--- config.mk ---
export PLATFORM = sky130hd
export DESIGN_NAME = pipeline_hazard_ctrl
export DESIGN_NICKNAME = d
export VERILOG_FILES = /design/src/rtl/cpu_types_pkg.sv /design/src/rtl/perf_counter.sv /design/src/rtl/pipeline_hazard_ctrl.sv
export SDC_FILE = /design/constraint.sdc
export NUM_CORES = 1
export LEC_CHECK = 0
export CAP_MARGIN = 20
export CORE_UTILIZATION = 40
export DETAILED_ROUTE_END_ITERATION = 8
export GPL_ROUTABILITY_DRIVEN = 0
export PLACE_DENSITY = 0.76
export SLEW_MARGIN = 5
export SYNTH_ARGS = -nofsm -noshare
export SYNTH_HDL_FRONTEND = slang
export SYNTH_SLANG_ARGS = --single-unit
--- constraint.sdc ---
create_clock -name CLK -period 1.9 [get_ports CLK]
set_input_delay 0.38 -clock CLK [delete_from_list [all_inputs] [get_ports CLK]]
set_output_delay 0.38 -clock CLK [all_outputs]
set_load 0.03 [all_outputs]
--- src/rtl/cpu_types_pkg.sv ---
// Shared CPU control types: the hazard sequencer state and the per-latch
// enable/flush pair that drives each pipeline register.
package cpu_types_pkg;

    typedef enum logic [1:0] {
        RUN,
        DSTALL,
        HALTED
    } hzd_state_t;

    typedef struct packed {
        logic en;
        logic flush;
    } stage_ctrl_t;

    localparam stage_ctrl_t SC_HOLD  = '{en: 1'b0, flush: 1'b0};
    localparam stage_ctrl_t SC_ADV   = '{en: 1'b1, flush: 1'b0};
    localparam stage_ctrl_t SC_FLUSH = '{en: 1'b0, flush: 1'b1};

endpackage

--- src/rtl/perf_counter.sv ---
// Saturating event counter with synchronous clear; holds at all-ones.
module perf_counter #(
    parameter int unsigned CNTW = 16
) (
    input  logic            clk,
    input  logic            clr,
    input  logic            inc,
    output logic [CNTW-1:0] cnt
);

    logic [CNTW-1:0] cnt_d, cnt_q;

    always_comb begin
        cnt_d = cnt_q;
        if (clr) begin
            cnt_d = '0;
        end else if (inc && (cnt_q != '1)) begin
            cnt_d = cnt_q + 1'b1;
        end
    end

    always_ff @(posedge clk) begin
        cnt_q <= cnt_d;
    end

    assign cnt = cnt_q;

endmodule

--- src/rtl/pipeline_hazard_ctrl.sv ---
// Stall/flush sequencer for the 5-stage pipeline: PC enable, latch en/flush,
// sticky halt, and saturating stall/flush performance counters.
module pipeline_hazard_ctrl
    import cpu_types_pkg::*;
#(
    parameter int unsigned REGW = 5,
    parameter int unsigned CNTW = 16
) (
    input  logic            CLK,
    input  logic            RST,
    input  logic            ihit,
    input  logic            dhit,
    input  logic [REGW-1:0] ifid_rs,
    input  logic [REGW-1:0] ifid_rt,
    input  logic            idex_dREN,
    input  logic [REGW-1:0] idex_rt,
    input  logic            exmem_dREN,
    input  logic            exmem_dWEN,
    input  logic            exmem_pcsrc,
    input  logic            memwb_halt,
    output logic            pc_en,
    output logic            ifid_en,
    output logic            idex_en,
    output logic            exmem_en,
    output logic            memwb_en,
    output logic            ifid_flush,
    output logic            idex_flush,
    output logic            exmem_flush,
    output logic            memwb_flush,
    output logic            halt,
    output logic [CNTW-1:0] stall_cnt,
    output logic [CNTW-1:0] flush_cnt
);

    hzd_state_t  state_d, state_q;
    logic        halt_d, halt_q;
    logic        dreq, loaduse;
    logic        adv_pc, adv_redirect;
    stage_ctrl_t adv_ifid, adv_idex, adv_exmem, adv_memwb;
    logic        pc_en_c, redirect;
    stage_ctrl_t ifid_c, idex_c, exmem_c, memwb_c;

    assign dreq    = exmem_dREN | exmem_dWEN;
    assign loaduse = idex_dREN && (idex_rt != '0) &&
                     ((idex_rt == ifid_rs) || (idex_rt == ifid_rt));

    // Advance pattern, shared by RUN and the dhit cycle that ends a DSTALL.
    always_comb begin
        adv_pc       = 1'b1;
        adv_redirect = 1'b0;
        adv_ifid     = SC_ADV;
        adv_idex     = SC_ADV;
        adv_exmem    = SC_ADV;
        adv_memwb    = SC_ADV;
        if (exmem_pcsrc) begin
            adv_redirect = 1'b1;
            adv_ifid     = SC_FLUSH;
            adv_idex     = SC_FLUSH;
            adv_exmem    = SC_FLUSH;
        end else if (loaduse) begin
            adv_pc   = 1'b0;
            adv_ifid = SC_HOLD;
            adv_idex = SC_FLUSH;
        end else if (!ihit) begin
            adv_pc   = 1'b0;
            adv_ifid = SC_FLUSH;
        end
    end

    always_comb begin
        state_d  = state_q;
        halt_d   = halt_q;
        pc_en_c  = 1'b0;
        redirect = 1'b0;
        ifid_c   = SC_HOLD;
        idex_c   = SC_HOLD;
        exmem_c  = SC_HOLD;
        memwb_c  = SC_HOLD;
        if (RST) begin
            state_d = RUN;
            halt_d  = 1'b0;
            ifid_c  = SC_FLUSH;
            idex_c  = SC_FLUSH;
            exmem_c = SC_FLUSH;
            memwb_c = SC_FLUSH;
        end else if (memwb_halt) begin
            state_d = HALTED;
            halt_d  = 1'b1;
        end else begin
            case (state_q)
                RUN, DSTALL: begin
                    // A waiting D-access freezes the pipe and bubbles MEM/WB.
                    if ((state_q == DSTALL || dreq) && !dhit) begin
                        state_d = DSTALL;
                        memwb_c = SC_FLUSH;
                    end else begin
                        state_d  = RUN;
                        pc_en_c  = adv_pc;
                        redirect = adv_redirect;
                        ifid_c   = adv_ifid;
                        idex_c   = adv_idex;
                        exmem_c  = adv_exmem;
                        memwb_c  = adv_memwb;
                    end
                end
                HALTED:  halt_d  = 1'b1;
                default: state_d = RUN;
            endcase
        end
    end

    always_ff @(posedge CLK) begin
        if (RST) begin
            state_q <= RUN;
            halt_q  <= 1'b0;
        end else begin
            state_q <= state_d;
            halt_q  <= halt_d;
        end
    end

    perf_counter #(.CNTW(CNTW)) u_stall_cnt (
        .clk (CLK),
        .clr (RST),
        .inc (!pc_en_c && (state_q != HALTED)),
        .cnt (stall_cnt)
    );

    perf_counter #(.CNTW(CNTW)) u_flush_cnt (
        .clk (CLK),
        .clr (RST),
        .inc (redirect),
        .cnt (flush_cnt)
    );

    assign pc_en       = pc_en_c;
    assign ifid_en     = ifid_c.en;
    assign ifid_flush  = ifid_c.flush;
    assign idex_en     = idex_c.en;
    assign idex_flush  = idex_c.flush;
    assign exmem_en    = exmem_c.en;
    assign exmem_flush = exmem_c.flush;
    assign memwb_en    = memwb_c.en;
    assign memwb_flush = memwb_c.flush;
    assign halt        = halt_q;

endmodule

Word level (Yosys, flattened, before mapping)
Index checks and enable logic that the tools add are counted.
Widths: inputs -> output; s select.
{ "totals": {"regBits": 35, "elab_cells": 70, "rom_bits": 0, "inputBits": 24, "mem_bits_rw": 0, "latch_bits": 0, "memories": 0} }
{ "op_classes": {"n_shift": 0, "magnitude_cmp": 0, "mul": 0, "reduce_logical": 15, "eq_ne": 8, "n_div": 0, "n_mux": 39, "n_addsub": 2, "n_bitwise": 1} }
{ "op_table": {"columns": ["operator", "count"], "rows": [
  ["$mux 2", 23],
  ["$add 16x1->16 const B", 2],
  ["$ne 16x16->1 const B", 2],
  ["$mux 1", 15],
  ["$eq 5x5->1", 2],
  ["$logic_and 1x1->1", 6],
  ["$reduce_bool 5->1", 1],
  ["$ne 2x2->1 const B", 2],
  ["$pmux 2 s2", 1],
  ["$reduce_or 2->1", 2],
  ["$eq 2x1->1 const B", 1],
  ["$eq 2x2->1 const B", 1],
  ["$logic_not 1->1", 2],
  ["$logic_not 2->1", 1],
  ["$logic_or 1x1->1", 2],
  ["$reduce_bool 2->1", 1],
  ["$or 1x1->1", 1]
]} }

Logic depth before layout (Yosys ltp)
{ "depth": {"depth_word": 12, "ltp_mapped": 9} }

Modules after synthesis
A second synthesis with hierarchy kept.
{ "unflattened": {"hier_cells": 250, "hier_area_um2": 2105.8} }
{ "by_module_without_submodules": {"columns": ["mod", "cells_each", "seq_area_each_um2", "n_inst", "area_each_um2"], "rows": [
  ["perf_counter", 99, 320.3, 2, 848.3],
  ["pipeline_hazard_ctrl", 52, 60.1, 1, 409.1]
]} }

Worst setup path after synthesis
OpenSTA, ideal clock, no wires.
{ "synth_path": {"kind": "input to output", "start": "input port idex_rt[1]", "end": "output port ifid_flush", "cell_stages": 4, "path_buffers": 0, "path_slack_ns": -0.411, "arrival_time_ns": 1.931, "path_cell_list": "or4_1 o21ai_1 nor2_1 o31ai_1"} }
{ "synth_between": {"elab_chain_len": 9, "word_cells_on_any_way": 12, "cone_classes": "eq/ne: 2; mux: 6; reduce/logical: 4"} }
{ "synth_lines": {"columns": ["item", "line", "text"], "rows": [
  ["from (decl)", "pipeline_hazard_ctrl.sv:16", "input logic [REGW-1:0] idex_rt,"],
  ["$eq 5x5->1 / $reduce_bool 5->1 (equally long branches)", "pipeline_hazard_ctrl.sv:45, pipeline_hazard_ctrl.sv:44", null],
  ["$logic_or 1x1->1 / $logic_and 1x1->1 (equally long branches)", "pipeline_hazard_ctrl.sv:45, pipeline_hazard_ctrl.sv:44", null],
  ["$logic_and 1x1->1 *", "pipeline_hazard_ctrl.sv:44", "assign loaduse = idex_dREN && (idex_rt != '0) &&"],
  ["$mux 2 *", "pipeline_hazard_ctrl.sv:60", "end else if (loaduse) begin"],
  ["$mux 2 *", "pipeline_hazard_ctrl.sv:55", "if (exmem_pcsrc) begin"],
  ["$mux 2 *", "pipeline_hazard_ctrl.sv:93", "if ((state_q == DSTALL || dreq) && !dhit) begin"],
  ["$mux 2 *", "pipeline_hazard_ctrl.sv:90", "case (state_q)"],
  ["$mux 2 *", "pipeline_hazard_ctrl.sv:86", "end else if (memwb_halt) begin"],
  ["$mux 2 *", "pipeline_hazard_ctrl.sv:79", "if (RST) begin"],
  ["to (decl)", "pipeline_hazard_ctrl.sv:26", "output logic ifid_flush,"]
]} }
Mark *: on every way between the ends. The rest lies on a longest branch, timed or not.

Worst setup path in the final report
{ "layout_path": {"start": "input port idex_rt[4]", "end": "output port ifid_en"} }
{ "layout_between": {"elab_chain_len": 9, "word_cells_on_any_way": 12, "cone_classes": "eq/ne: 2; mux: 6; reduce/logical: 4"} }
{ "layout_lines": {"columns": ["item", "line", "text"], "rows": [
  ["$eq 5x5->1 / $reduce_bool 5->1 (equally long branches)", "pipeline_hazard_ctrl.sv:45, pipeline_hazard_ctrl.sv:44", null],
  ["$logic_or 1x1->1 / $logic_and 1x1->1 (equally long branches)", "pipeline_hazard_ctrl.sv:45, pipeline_hazard_ctrl.sv:44", null],
  ["$logic_and 1x1->1 *", "pipeline_hazard_ctrl.sv:44", null],
  ["$mux 2 *", "pipeline_hazard_ctrl.sv:60", null],
  ["$mux 2 *", "pipeline_hazard_ctrl.sv:55", null],
  ["$mux 2 *", "pipeline_hazard_ctrl.sv:93", null],
  ["$mux 2 *", "pipeline_hazard_ctrl.sv:90", null],
  ["$mux 2 *", "pipeline_hazard_ctrl.sv:86", null],
  ["$mux 2 *", "pipeline_hazard_ctrl.sv:79", null],
  ["to (decl)", "pipeline_hazard_ctrl.sv:22", "output logic ifid_en,"]
]} }
Marked as above.

==> impl_metrics.ini <==
[status]
status = finished with violations
violations = negative setup slack

[clocking]
clkSinkCount = 35
clockRootBuffer = clkbuf_8
cts_buffer_depth = 2
htreeDepth = 2
clk_pin_slew_ns = 0.07
insertion_delay_ns = 0.29
cts_tree = built
cts_buffers = 5

[critical_path]
ff2ff_path_depth = 8
end_kind = primary output
r2r_start = u_stall_cnt.cnt[0]
cp_data_arrival_time_ns = 1.70
worstPathMaxFanout = 3
worstSetupStartpointType = primary input
crit_type = in -> out
reg2reg_slack_ns = -0.13
worstPathRequired_ns = 1.52
worst_r2r_endpoint = u_stall_cnt.cnt[14]

[worst_hold_path]
min_from = halt
holdPathEnd = halt
hold_depth = 2
min_path_type = reg -> reg

[cells_and_area]
utilization_pct = 76.3
drive_gt1_share_pct = 43.1
area_growth_pct = 81.6
design_area_sq_mm = 0.00334
nNetsFinal = 373
fillerInstances = 306
diodes = 0

[detailed_routing]
drcViolationCount = 0
dr.pass1.iters = 4
drt_iter0_markers = 105
vias = 2127
wirelength_microns = 5830
avgRoutedWirePerCell_microns = 14.6
viasPerCell = 5.32
ant_nets = 0

[sta]
worst_pin_slew_ns = 0.466
fin_worst_skew_ns = 0.0105
min_period_ns = 2.08
rsz0062_at_grt = yes
holdWs_ns = 0.443
period_share_pct = 110
hold_viol = 0
worst_slack_ns = -0.182
slew_headroom_pct = 68.8
fmax_mhz = 480
finalMaxSlewViolations = 0
setup_viol = 25

[die]
start_util_pct = 42.0
die_area_sq_mm = 0.00488
pin_count = 66
die_h_microns = 69.8
core-area_sq_mm = 0.00438
fp-row-count = 24
die_w_microns = 69.8

[placement]
placed_cell_area_sq_mm = 0.00290
portBuffers = 65
dpl.hpwl_microns = 3660
dp_slack_ns = -0.637

[logic_synthesis]
synth_most_common_cell = dfxtp_1
synthTopCellsByCount = dfxtp_1 (35), nor2_1 (34), xor2_1 (20)
synth_nets = 255
syn-mean-instance-area_sq_um = 8.04
synth_top_cells_by_area = dfxtp_1 (38%), xor2_1 (9.5%), nor2_1 (6.9%)
yosys.area.top_type = dfxtp_1
syn_inst = 229
netlist.area_leader.share_pct = 38.1
synthArstFlopShare_pct = 0
synth_ff_type = dfxtp_1
yosysWarnings = 0
ys_ff_latch = 35
netlist_area_sq_mm = 0.00184
synth_edf_count = 0
synth_cell_types = 39
yosysSeqAreaShare_pct = 38.1

[global_routing]
grt_pass1_wl_microns = 8780
grt_usage_pct = 22.4
grt_pass1_vias = 1964
antenna_found_initial = 0
grt_max_degree = 29
grt_overflow = 0

[pwr]
power_mw = 1.68
total_leakage_power_nw = 1.30
vdd_drop_max_mv = 0.285
pwr_density_cell_mw_per_mm2 = 503

[job]
maxCapViolCount = 0
## metal layers
metal	track usage, %	share of wire, %	routed length, microns
met5	0	0	0
met4	6.44	0.69	40
met3	5.96	6.1	354
met2	37.3	51	2960
met1	28.2	42	2480
## per-stage QoR
step                      setup TNS (ns)  std cells
final                              -1.97        400
after detailed placement          -16.99        374
after global routing               -4.19        400
after global placement            -15.59        374
after CTS                          -2.12        394
after floorplan                   -0.152        229
## cell usage in the layout (no fill, tap or decap), drive strengths merged, types with 2 or more instances in the layout
cell type,n
xor2,20
clkdlybuf4s15,4
ha,2
xnor2,5
nand4,8
dfxtp,35
nor2b,4
inv,6
and3,8
nand2,13
o31ai,2
nand3,14
or4,3
buf,71
nor2,34
nor3,6
and4,2
dlygate4sd2,4
a21oi,15
nand2b,2
or3,12
clkbuf,9
or2,2
clkinv,2
o21ai,17
clkdlybuf4s50,37
## sequential cells by signal (all words and copies together) (netlist names)
signal,flops
u_flush_cnt.cnt,16
u_stall_cnt.cnt,16
state_q,2
halt,1
## area by class of cell
class	count	area, sq um	share of cell area, %
multi-input combinational	179	1330	39.8
timing repair buffer	120	1100	32.9
sequential	35	742	22.2
clock inverter	3	15.0	0.449
clock buffer	5	68.8	2.06
tap	52	65.1	1.95
inverter	6	22.5	0.674
## worst max-delay path, cell delays in order
cell,delay (ns)
buf_8,0.10
or4_4,0.55
o21ai_4,0.20
or2_4,0.17
and3_4,0.17
buf_6,0.12
## how the worst max path moves through the flow
stage | to | slack (ns) | cells after the start | from
final | ifid_en | -0.18 | 6 | idex_rt[4]
after global routing | ifid_en | -0.23 | 7 | state_q[0]
after CTS | ifid_en | -0.17 | 7 | state_q[0]
after detailed placement | pc_en | -0.64 | 8 | idex_rt[2]
after global placement | pc_en | -0.58 | 8 | idex_rt[2]
after floorplan | u_stall_cnt.cnt[3] | -0.04 | 8 | u_stall_cnt.cnt[1]
## cell families (layout without fill, tap and decap cells)
| logic type | after synthesis | after routing | synth area share, % |
|---|---|---|---|
| buf+inv | 15 | 134 | 3.94 |
| fa+ha+maj | 2 | 2 | 1.36 |
| mux | 2 | 2 | 1.16 |
| simple gates | 112 | 112 | 32.4 |
| flops | 35 | 35 | 38.1 |
| compound gates | 38 | 38 | 11.2 |
| xor+xnor | 25 | 25 | 11.9 |
## repair_timing
item | CTS | global route
cloned | 1 | 1
resized for setup | 82 | 35
pin swaps | 27 | 23
buffers inserted | 12 | 5
hold buffers | 0 | 0
endpoints found under the setup margin | 27 | 30
## power breakdown
group,switching [mW],internal [mW]
Clock,0.284,0.249
Combinational,0.193,0.201
Sequential,0.0115,0.744
No activity file was read; power rests on OpenSTA's default activity.
